**src/rtl/bus_arbiter_split_if.sv**
```systemverilog
// Bus interface between the requesting masters / slaves and the arbiter.
// master modport : the agent side (drives requests, done, split, observes grants)
// slave modport  : the arbiter side (observes requests, drives grants/status)
interface bus_arbiter_split_if #(
   parameter int NUM_MASTERS = 2,
   parameter int NUM_SLAVES  = 3,
   parameter int SLAVE_LEN   = 2
);
   localparam int OW = $clog2(NUM_MASTERS);

   logic [NUM_MASTERS-1:0]           request;
   logic [NUM_MASTERS*SLAVE_LEN-1:0] slave_sel;
   logic                             trans_done;
   logic [NUM_SLAVES-1:0]            split_en;
   logic [NUM_MASTERS-1:0]           grant;
   logic                             arbiter_busy;
   logic                             bus_busy;
   logic [OW-1:0]                    owner;
   logic [SLAVE_LEN-1:0]             owner_slave;
   logic [NUM_MASTERS-1:0]           split_pending;
   logic                             timeout;

   modport master (
      output request, slave_sel, trans_done, split_en,
      input  grant, arbiter_busy, bus_busy, owner, owner_slave, split_pending, timeout
   );

   modport slave (
      input  request, slave_sel, trans_done, split_en,
      output grant, arbiter_busy, bus_busy, owner, owner_slave, split_pending, timeout
   );
endinterface

```
**src/rtl/bus_arbiter_split.sv**
```systemverilog
// N-master bus arbiter with slave-select routing, split parking and a
// bus-hold timeout.
// Ports:
//   i_clk   : bus clock
//   i_reset : synchronous active-high reset
//   io_bus  : arbiter side of bus_arbiter_split_if (requests, slave selects,
//             trans_done, split_en in; grant, busy flags, owner, owner_slave,
//             split_pending, timeout out)
//
// state  | meaning
// -------+----------------------------------------------------------
// S_IDLE | bus free, waiting for an eligible request
// S_ARB  | choose winner, latch owner/owner_slave, grant on exit
// S_BUSY | owner holds the bus until done, split, abort or timeout
module bus_arbiter_split #(
   parameter int NUM_MASTERS = 2,
   parameter int NUM_SLAVES  = 3,
   parameter int SLAVE_LEN   = 2,
   parameter int RR_MODE     = 0,
   parameter int MAX_COUNT   = 500
) (
   input logic                 i_clk,
   input logic                 i_reset,
   bus_arbiter_split_if.slave  io_bus
);
   localparam int OW = $clog2(NUM_MASTERS);
   localparam int CW = $clog2(MAX_COUNT + 1);

   typedef enum logic [1:0] {S_IDLE, S_ARB, S_BUSY} state_t;

   state_t                 r_state;
   state_t                 w_state_nxt;
   logic [NUM_MASTERS-1:0] r_grant;
   logic [NUM_MASTERS-1:0] r_split_pending;
   logic [NUM_MASTERS-1:0] r_resumed;
   logic [SLAVE_LEN-1:0]   r_park_slave [NUM_MASTERS];
   logic [OW-1:0]          r_owner;
   logic [OW-1:0]          r_rr_ptr;
   logic [SLAVE_LEN-1:0]   r_owner_slave;
   logic [CW-1:0]          r_cnt;

   logic [SLAVE_LEN-1:0]   w_sel [NUM_MASTERS];
   logic [NUM_MASTERS-1:0] w_elig;
   logic [NUM_MASTERS-1:0] w_release;
   logic                   w_res_vld;
   logic                   w_win_vld;
   logic [OW-1:0]          w_win;
   int                     w_best;
   int                     w_dist;
   logic                   w_own_split;
   logic                   w_go_busy;
   logic                   w_do_done;
   logic                   w_do_split;
   logic                   w_do_abort;
   logic                   w_do_timeout;

   always_comb begin
      for (int i = 0; i < NUM_MASTERS; i++) begin
         w_sel[i] = io_bus.slave_sel[i*SLAVE_LEN +: SLAVE_LEN];
      end
   end

   // A master is blocked while parked, while targeting a slave outside the
   // populated range, or while targeting a slave some other master is parked on.
   always_comb begin
      w_elig = '0;
      for (int i = 0; i < NUM_MASTERS; i++) begin
         w_elig[i] = io_bus.request[i] & ~r_split_pending[i] &
                     ({1'b0, w_sel[i]} < (SLAVE_LEN+1)'(NUM_SLAVES));
         for (int k = 0; k < NUM_MASTERS; k++) begin
            if (k != i && r_split_pending[k] && r_park_slave[k] == w_sel[i]) begin
               w_elig[i] = 1'b0;
            end
         end
      end
   end

   always_comb begin
      w_release = '0;
      for (int i = 0; i < NUM_MASTERS; i++) begin
         for (int j = 0; j < NUM_SLAVES; j++) begin
            if (r_split_pending[i] && r_park_slave[i] == SLAVE_LEN'(j) &&
                !io_bus.split_en[j]) begin
               w_release[i] = 1'b1;
            end
         end
      end
   end

   always_comb begin
      w_own_split = 1'b0;
      for (int j = 0; j < NUM_SLAVES; j++) begin
         if (r_owner_slave == SLAVE_LEN'(j) && io_bus.split_en[j]) begin
            w_own_split = 1'b1;
         end
      end
   end

   // Resumed masters first (lowest index); otherwise the smallest distance
   // from the rotation origin, which is index 0 in fixed-priority mode.
   always_comb begin
      w_res_vld = 1'b0;
      w_win_vld = 1'b0;
      w_win     = '0;
      w_best    = NUM_MASTERS;
      w_dist    = 0;
      for (int i = 0; i < NUM_MASTERS; i++) begin
         if (w_elig[i] && r_resumed[i] && !w_res_vld) begin
            w_res_vld = 1'b1;
            w_win     = OW'(i);
         end
      end
      if (w_res_vld) begin
         w_win_vld = 1'b1;
      end else begin
         for (int i = 0; i < NUM_MASTERS; i++) begin
            w_dist = (RR_MODE != 0) ?
                     ((i - int'(r_rr_ptr) + NUM_MASTERS) % NUM_MASTERS) : i;
            if (w_elig[i] && w_dist < w_best) begin
               w_best = w_dist;
               w_win  = OW'(i);
            end
         end
         w_win_vld = (w_best < NUM_MASTERS);
      end
   end

   always_comb begin
      w_state_nxt  = r_state;
      w_go_busy    = 1'b0;
      w_do_done    = 1'b0;
      w_do_split   = 1'b0;
      w_do_abort   = 1'b0;
      w_do_timeout = 1'b0;
      case (r_state)
         S_IDLE: begin
            if (|w_elig) w_state_nxt = S_ARB;
         end
         S_ARB: begin
            if (w_win_vld) begin
               w_state_nxt = S_BUSY;
               w_go_busy   = 1'b1;
            end else begin
               w_state_nxt = S_IDLE;
            end
         end
         S_BUSY: begin
            // Exit causes are mutually exclusive, highest priority first.
            if (i_reset) begin
               w_state_nxt = S_IDLE;
            end else if (io_bus.trans_done) begin
               w_state_nxt = S_IDLE;
               w_do_done   = 1'b1;
            end else if (w_own_split) begin
               w_state_nxt = S_IDLE;
               w_do_split  = 1'b1;
            end else if (!io_bus.request[r_owner]) begin
               w_state_nxt = S_IDLE;
               w_do_abort  = 1'b1;
            end else if (r_cnt == CW'(MAX_COUNT - 1)) begin
               w_state_nxt  = S_IDLE;
               w_do_timeout = 1'b1;
            end
         end
         default: w_state_nxt = S_IDLE;
      endcase
   end

   always_ff @(posedge i_clk) begin
      if (i_reset) begin
         r_state         <= S_IDLE;
         r_grant         <= '0;
         r_split_pending <= '0;
         r_resumed       <= '0;
         r_owner         <= '0;
         r_rr_ptr        <= '0;
         r_owner_slave   <= '0;
         r_cnt           <= '0;
         for (int i = 0; i < NUM_MASTERS; i++) begin
            r_park_slave[i] <= '0;
         end
      end else begin
         r_state         <= w_state_nxt;
         r_split_pending <= r_split_pending & ~w_release;
         r_resumed       <= r_resumed | w_release;
         if (r_state == S_BUSY) begin
            r_cnt <= r_cnt + CW'(1);
         end
         if (w_go_busy) begin
            r_owner          <= w_win;
            r_owner_slave    <= w_sel[w_win];
            r_grant          <= {{(NUM_MASTERS-1){1'b0}}, 1'b1} << w_win;
            r_cnt            <= '0;
            r_resumed[w_win] <= 1'b0;
         end
         if (w_do_done || w_do_split || w_do_abort || w_do_timeout) begin
            r_grant <= '0;
         end
         if (w_do_done && RR_MODE != 0) begin
            r_rr_ptr <= (r_owner == OW'(NUM_MASTERS - 1)) ? '0 : r_owner + OW'(1);
         end
         if (w_do_split) begin
            r_split_pending[r_owner] <= 1'b1;
            r_park_slave[r_owner]    <= r_owner_slave;
         end
      end
   end

   assign io_bus.grant         = r_grant;
   assign io_bus.arbiter_busy  = (r_state != S_IDLE);
   assign io_bus.bus_busy      = (r_state == S_BUSY);
   assign io_bus.owner         = r_owner;
   assign io_bus.owner_slave   = r_owner_slave;
   assign io_bus.split_pending = r_split_pending;
   assign io_bus.timeout       = w_do_timeout;
endmodule

```
**src/flat_wrapper.sv**
```systemverilog
// flat-port wrapper written by rule: the top's interface ports become plain ports
module bus_arbiter_split_flat 
#(
   parameter int NUM_MASTERS = 2,
   parameter int NUM_SLAVES  = 3,
   parameter int SLAVE_LEN   = 2,
   parameter int RR_MODE     = 0,
   parameter int MAX_COUNT   = 500
)
  (i_clk, i_reset, io_bus_request, io_bus_slave_sel, io_bus_trans_done, io_bus_split_en, io_bus_grant, io_bus_arbiter_busy, io_bus_bus_busy, io_bus_owner, io_bus_owner_slave, io_bus_split_pending, io_bus_timeout);
  bus_arbiter_split_if #(.NUM_MASTERS(NUM_MASTERS), .NUM_SLAVES(NUM_SLAVES), .SLAVE_LEN(SLAVE_LEN)) io_bus_i ();
  input logic i_clk;
  input logic i_reset;
  input wire logic [$bits(io_bus_i.request)-1:0] io_bus_request;
  input wire logic [$bits(io_bus_i.slave_sel)-1:0] io_bus_slave_sel;
  input wire logic [$bits(io_bus_i.trans_done)-1:0] io_bus_trans_done;
  input wire logic [$bits(io_bus_i.split_en)-1:0] io_bus_split_en;
  output wire logic [$bits(io_bus_i.grant)-1:0] io_bus_grant;
  output wire logic [$bits(io_bus_i.arbiter_busy)-1:0] io_bus_arbiter_busy;
  output wire logic [$bits(io_bus_i.bus_busy)-1:0] io_bus_bus_busy;
  output wire logic [$bits(io_bus_i.owner)-1:0] io_bus_owner;
  output wire logic [$bits(io_bus_i.owner_slave)-1:0] io_bus_owner_slave;
  output wire logic [$bits(io_bus_i.split_pending)-1:0] io_bus_split_pending;
  output wire logic [$bits(io_bus_i.timeout)-1:0] io_bus_timeout;
  assign io_bus_i.request = io_bus_request;
  assign io_bus_i.slave_sel = io_bus_slave_sel;
  assign io_bus_i.trans_done = io_bus_trans_done;
  assign io_bus_i.split_en = io_bus_split_en;
  assign io_bus_grant = io_bus_i.grant;
  assign io_bus_arbiter_busy = io_bus_i.arbiter_busy;
  assign io_bus_bus_busy = io_bus_i.bus_busy;
  assign io_bus_owner = io_bus_i.owner;
  assign io_bus_owner_slave = io_bus_i.owner_slave;
  assign io_bus_split_pending = io_bus_i.split_pending;
  assign io_bus_timeout = io_bus_i.timeout;
  bus_arbiter_split #(.NUM_MASTERS(NUM_MASTERS), .NUM_SLAVES(NUM_SLAVES), .SLAVE_LEN(SLAVE_LEN), .RR_MODE(RR_MODE), .MAX_COUNT(MAX_COUNT)) u_core (.i_clk(i_clk), .i_reset(i_reset), .io_bus(io_bus_i));
endmodule
```
**config.mk**
```make
export PLATFORM = sky130hd
export DESIGN_NAME = bus_arbiter_split_flat
export DESIGN_NICKNAME = d
export VERILOG_FILES = /design/src/rtl/bus_arbiter_split_if.sv /design/src/rtl/bus_arbiter_split.sv /design/src/flat_wrapper.sv
export SDC_FILE = /design/constraint.sdc
export NUM_CORES = 1
export LEC_CHECK = 0
export CAP_MARGIN = 20
export CORE_MARGIN = 2
export CORE_UTILIZATION = 55
export DETAILED_ROUTE_END_ITERATION = 8
export GPL_TIMING_DRIVEN = 0
export PLACE_DENSITY_LB_ADDON = 0.1
export SYNTH_ARGS = -nofsm -noshare
export SYNTH_HDL_FRONTEND = slang
export SYNTH_SLANG_ARGS = --single-unit
```
**constraint.sdc**
```tcl
create_clock -name i_clk -period 2.8 [get_ports i_clk]
set_input_delay 0.56 -clock i_clk [delete_from_list [all_inputs] [get_ports i_clk]]
set_output_delay 0.56 -clock i_clk [all_outputs]
set_load 0.01 [all_outputs]
```
==> results_dict.tcl, run 1 <==
set metrics [dict create \
    status "finished, final reports clean" \
    power_density_nw_per_um2 414 \
    rsz0062_at_grt "no" \
    clock.fmax_ghz 0.366 \
    yosysUniqueCellTypes 42 \
    grt_pass1_vias 997 \
    postCtsHoldBufs 0 \
    fin_tns_setup_ns 0 \
    grt_max_degree 14 \
    grt_pass1_wl_um 4350 \
    finalPower_uw 627 \
    cts_tree "yes" \
    antenna_found_initial 0 \
    syn_nets 146 \
    crit_arrival_ns 2.18 \
    drv_slew 0 \
    max-cap-violations 0 \
    timing.hold.ws_ns 0.515 \
    post_cts_buffers 0 \
    path_max_fanout 3 \
    dpl.hpwl_um 2080 \
    antenna_left 0 \
    layout_min_cycle_time_ns 2.74 \
    ctsHtreeMaxLevel 1 \
    synth_area_leaders "dfxtp_1 32%, edfxtp_1 9.6%, xnor2_1 5.6%" \
    period_share_pct 97.7 \
    drc 0 \
    relSlewSlack_pct 72.9 \
    vias_per_cell 5.69 \
    clk_latency_ns 0.30 \
    max_stage_delay_ns 0.57 \
    hold_path.class "register to register" \
    cts_made_buffers 3 \
    cts-root-buf "clkbuf_4" \
    grt_usage_pct 21.8 \
    rows 17 \
    ios 22 \
    yosysSeqAreaShare_pct 41.8 \
    vias 1052 \
    die_x_um 51.6 \
    worst_setup_path_start_kind "primary input" \
    crit_path_end_kind "output pin" \
    cpMostUsedCell "clkdlybuf4s50_1" \
    crit_chain "clkdlybuf4s50_1, mux2i_2, o211ai_1, nor3_1, clkdlybuf4s50_1" \
    drt_iter0_drc 13 \
    synth_ff_type "dfxtp_1" \
    setup_viol 0 \
    tightest_slew_ns 0.406 \
    syn_to_final_growth_pct 21.7 \
    synth_warnings 0 \
    cp_top_family "buffers and inverters" \
    dr.pass1.iters 4 \
    path_class "primary input to output pin" \
    dieHeight_um 51.6 \
    required_ns 2.24 \
    diodes 0 \
    wl_per_cell_um 14.5 \
    path_buf_inv 2 \
    ir_drop_mv 0.411 \
    clockBufferDepth 2 \
    ys_ff_latch 24 \
    layout_common_cells "20 x clkdlybuf4s50_1, 20 x dfxtp_1, 14 x nor2_1" \
    final_nets 171 \
    async_flop_share_pct 0 \
    syn_area_per_cell_um2 9.36 \
    cts_resized 0 \
    synth_enable_flop_cells 4 \
    dieArea_um2 2660 \
    synth_top_cell_area_share_pct 32.2 \
    core_area_um2 2170 \
    drt-total-wl_um 2680 \
    power.leakage_uw 0.000531 \
    cts.sinks 24 \
    gp_congestion 0.760 \
    start_util_pct 57.4 \
    netlist_area_um2 1240 \
    synth_top_area_cell "dfxtp_1" \
    skew_ns 0.000960 \
    clkSlewWorstSetupHoldPaths_ns 0.13 \
    final_hold_viol_count 0 \
    grt-ovfl-total 0 \
    synthCells 133 \
    io_buffers 20 \
    layout-drive-gt1-share_pct 9.55 \
    critPathSlowestCell "clkdlybuf4s50_1" \
]
==> metal layers <==
metal / part of all wire [%] / GRT usage (%) / up-vias
li1: - / - / 532
met1: 46 / 26.1 / 501
met2: 50 / 40.8 / 17
met3: 3.6 / 4.02 / 2
met4: 0.45 / 3.95 / 0
met5: 0 / 0 / -
==> path summary, 6_finish.rpt <==
check	to	depth (start not counted)	slack (ns)	startpoint
worst min register to register	u_core.io_bus.grant[1]	1	0.52	u_core.io_bus.grant[1]
worst max-delay path	io_bus_timeout	5	0.06	io_bus_split_en[2]
worst max register to register	u_core.io_bus.owner_slave[0]	5	1.14	u_core.r_park_slave[1][0]
worst min-delay path	u_core.io_bus.grant[1]	1	0.52	u_core.io_bus.grant[1]
==> kinds of logic after synthesis <==
kind of cell / share of synthesized area (%)
buffers and inverters: 2.51
AOI/OAI and AO/OA: 15.8
and+or+nand+nor: 26.9
xor gates and xnor gates: 8.44
DFF: 41.8
muxes: 3.52
adders and majority gates: 1.00
==> sequential cells by signal, summed over array words and instances, names as in the netlist <==
signal and cells:
u_core.io_bus.split_pending 2, u_core.r_state 2, u_core.io_bus.owner 1, u_core.io_bus.owner_slave 2
u_core.r_cnt 9, u_core.r_resumed 2, u_core.io_bus.grant 2, u_core.r_park_slave 4
==> through the flow <==
stage               utilization (%)  cells  setup WS [ns]  area (µm²)
floorplan                         -    133          0.889        1240
global placement               68.2    181        0.00931        1480
detailed placement             68.2    181         0.0379        1480
CTS                            69.4    185        0.00165        1510
global route                   69.8    185         0.0197        1520
finish                         69.8    185         0.0649        1520
==> cell type report <==
class	instances	area [µm²]
well taps	28	35.0
multi-input cells	101	702
fillers	188	654
clock buffers	3	22.5
repair buffers	20	200
clock inverters	1	3.75
plain buffers	1	5.00
flip-flops and latches	24	520
inverters	7	26.3
==> power breakdown <==
group | leakage, µW | internal [µW] | switching [µW]
Clock | 0.0000154 | 51.9 | 99.0
Combinational | 0.000313 | 53.1 | 51.9
Sequential | 0.000203 | 360 | 10.9
==> synth_stat cells, types with 2 or more instances <==
library cell,number
o22ai_1,2
nand2b_1,4
nand3_1,6
xnor2_1,8
inv_1,6
and4_1,4
nor3_1,7
edfxtp_1,4
a21oi_1,6
o21a_1,3
nor4b_1,2
nand2_1,8
and3_1,3
xor2_1,4
mux2_1,3
dfxtp_1,20
nor2b_1,2
a221o_1,2
o21ai_1,3
nor2_1,14
Power figures use the tool's default switching activity.
==> run 2, diff against run 1 <==
CAP_MARGIN = default   (was 20)
==> results of run 2 <==
Final layout, timing and power as in run 1 (identical DEF).
==> run 3, diff against run 2 <==
ABC_AREA = 1   (was default)
CORE_UTILIZATION = 56   (was 55)
==> run 3 against run 2 <==
Highest routed layer unchanged. Largest power group unchanged. Non-clock buffer count stayed put. Synthesized cell count rose by 29%. Wire length rose by 2.5%. Maximum frequency grew 16%. Via count up 11%. Flip-flop and latch count is the same. Final area up 5.9%. Synthesized area increased by 4.3%.
==> results_dict.tcl, run 3 <==
set metrics [dict create \
    critPathSlowestCell "clkdlybuf4s50_1" \
    clk_latency_ns 0.33 \
    path_class "primary input to output pin" \
    r2r-start "u_core.r_state[1]" \
    ctsHtreeMaxLevel 1 \
    period_share_pct 84.1 \
    drt_iter0_drc 19 \
    layout-drive-gt1-share_pct 21.3 \
    grt_usage_pct 22.6 \
    synth_ff_type "dfxtp_1" \
    post_cts_buffers 0 \
    stdcell_area_um2 1600 \
    layout_common_cells "36 x nand2_1, 19 x clkdlybuf4s50_1, 18 x nor2_1, 18 x dfxtp_1, 16 x inv_1" \
    max-cap-violations 0 \
    antenna_left 0 \
    swShare_pct 25.3 \
    rsz0062_at_grt "no" \
    vias_per_cell 5.20 \
    antenna_found_initial 0 \
    hold_start "u_core.r_cnt[1]" \
    yosysMostFrequentCell "nand2_1" \
    r2r_end "u_core.r_park_slave[0][1]" \
    gp_congestion 0.782 \
    crit_chain "clkdlybuf4s50_1, nor2_1, nand2_1, nor3b_1, nand2_1, inv_1, dlymetal6s2s_1" \
    final_nets 211 \
    vias 1171 \
    final_cells 225 \
    cts-root-buf "clkbuf_4" \
    largestRegisters "u_core.r_cnt x9, u_core.r_park_slave x4" \
    diodes 0 \
    syn_to_final_growth_pct 23.5 \
    max_stage_delay_ns 0.42 \
    crit_path_end_kind "output pin" \
    p_switching_uw 175 \
    dpl.hpwl_um 2160 \
    syn_nets 185 \
    postCtsHoldBufs 0 \
    grt_pass1_vias 1116 \
    ios 22 \
    worst_setup_path_start_kind "primary input" \
    clockBufferDepth 2 \
    synth_warnings 0 \
    netlist_area_um2 1300 \
    rows 17 \
    regMostFlops "u_core.r_cnt" \
    dp.cells 221 \
    yosysUniqueCellTypes 34 \
    tightest_slew_ns 0.341 \
    io_buffers 21 \
    ys_ff_latch 24 \
    drc 0 \
    synth_top_area_cell "dfxtp_1" \
    timing.hold.ws_ns 0.481 \
    async_flop_share_pct 0 \
    synth_common_cells "36 x nand2_1, 20 x dfxtp_1, 18 x nor2_1, 16 x inv_1" \
    required_ns 2.24 \
    holdPathStages 2 \
    skew_ns 0.00882 \
    path_max_fanout 2 \
    cts_tree "yes" \
    n_fill_cell 171 \
    cts_resized 3 \
    power.leakage_uw 0.000653 \
    dieArea_um2 2720 \
    dr.pass1.iters 5 \
    place_ws_ns -0.102 \
    final_hold_viol_count 0 \
    start_util_pct 58.7 \
    drv_slew 0 \
    ff2ff_setup_slack_ns 1.33 \
    synthSimpleGateAreaFrac_pct 37.9 \
    clkPwrFrac_pct 31.4 \
    power_density_nw_per_um2 432 \
    wl_per_cell_um 12.2 \
    grt-ovfl-total 0 \
    grt_max_degree 15 \
    synthAdderAreaFrac_pct 0.963 \
    grt_pass1_wl_um 4550 \
    core_area_um2 2210 \
    synth_mux_area_share_pct 0 \
    synth-compound-area-share_pct 10.7 \
    reg2regPathDepth 6 \
    synth-xor-area-share_pct 2.70 \
    finalWorstSetupSlack_ns 0.444 \
    synth_top_cell_area_share_pct 30.8 \
    clock.fmax_ghz 0.424 \
    synth_area_leaders "dfxtp_1 31%, nand2_1 10%, edfxtp_1 9.2%" \
    largest_reg_flops 9 \
    die_x_um 52.2 \
    p_int_uw 518 \
    hold_path.class "register to register" \
    setup_viol 0 \
    cpMostUsedCell "nand2_1" \
    synth_top_family_by_area "simple AND/OR/NAND/NOR gates" \
    synthCells 172 \
    dpl_cell_area_um2 1540 \
    pwr-share-seq_pct 53.1 \
    yosysSeqAreaShare_pct 40.1 \
    clkSlewWorstSetupHoldPaths_ns 0.13 \
    status "finished, final reports clean" \
    syn_area_per_cell_um2 7.55 \
    cts.sinks 24 \
    layout_min_cycle_time_ns 2.36 \
    drt-total-wl_um 2750 \
    min_to "u_core.r_cnt[1]" \
    power.share.combinational_pct 15.5 \
    cts_made_buffers 3 \
    synth_enable_flop_cells 4 \
    final_common_cell "nand2_1" \
    relSlewSlack_pct 77.2 \
    ir_drop_mv 0.286 \
    crit_arrival_ns 1.80 \
    dieHeight_um 52.2 \
]
## run 3: changes by cell type after synthesis, sizes merged, moves of 6 or more
cell	previous run	this run
nand2	8	45
inv	7	24
nor2	15	23
a21oi	6	12
xnor2	8	2
## run 3: area by class of cell
cell class | count | area (µm²) | share of cell area [%]
Tap cell | 28 | 35.0 | 2.18
Multi-Input combinational cell | 122 | 684 | 42.7
Sequential cell | 24 | 523 | 32.6
Inverter | 26 | 103 | 6.40
Timing Repair Buffer | 21 | 211 | 13.2
Clock buffer | 4 | 47.5 | 2.96
## run 3: power by group through the flow
stage                     Clock (µW)  Combinational, µW  Sequential (µW)
after global placement             0                101              375
final                            218                107              368
after CTS                        221                105              368
after floorplan                    0               57.4              376
after global routing             232                117              370
after detailed placement           0                104              375
## run 3: cell families (layout without fill, tap and decap cells)
logic type	Yosys count	count (layout)
AO/OA/AOI/OAI	23	23
flip-flops	24	24
AND/OR/NAND/NOR	94	94
adder cells (fa/ha/maj)	1	1
XOR/XNOR	4	4
buffers and inverters	26	51
## run 3: stage by stage
stage / TNS, ns / util [%] / total power (µW)
6_report: 0 / 72.5 / 693
5_1_grt: 0 / 72.5 / 719
4_1_cts: 0 / 72.0 / 694
3_5_place_dp: -0.102 / 69.8 / 479
3_3_place_gp: -0.0750 / 69.8 / 476
2_1_floorplan: 0 / - / 433
## run 3: worst max-delay path by stage
| stage | startpoint | end | slack (ns) | cells after the start |
|---|---|---|---|---|
| after floorplan | io_bus_request[0] | io_bus_timeout | 1.08 | 5 |
| after global routing | io_bus_split_en[1] | io_bus_timeout | 0.36 | 8 |
| after detailed placement | i_reset | io_bus_timeout | -0.10 | 7 |
| final | io_bus_trans_done | io_bus_timeout | 0.44 | 7 |
| after global placement | i_reset | io_bus_timeout | -0.08 | 7 |
| after CTS | io_bus_request[0] | io_bus_timeout | 0.06 | 7 |
## run 3: worst max-delay path: cells and delay by family
kind                   cells  cell delay [ns]
buffers and inverters      3             0.63
AND/OR/NAND/NOR            4             0.60
## run 3: routing by layer
layer	vias up	part of all wire [%]	wire length, µm	track usage [%]
li1	603	-	-	-
met1	523	41	1140	24.9
met4	0	2.2	60	8.97
met5	-	0	0	0
met2	36	52	1420	43.0
met3	9	4.7	130	3.16
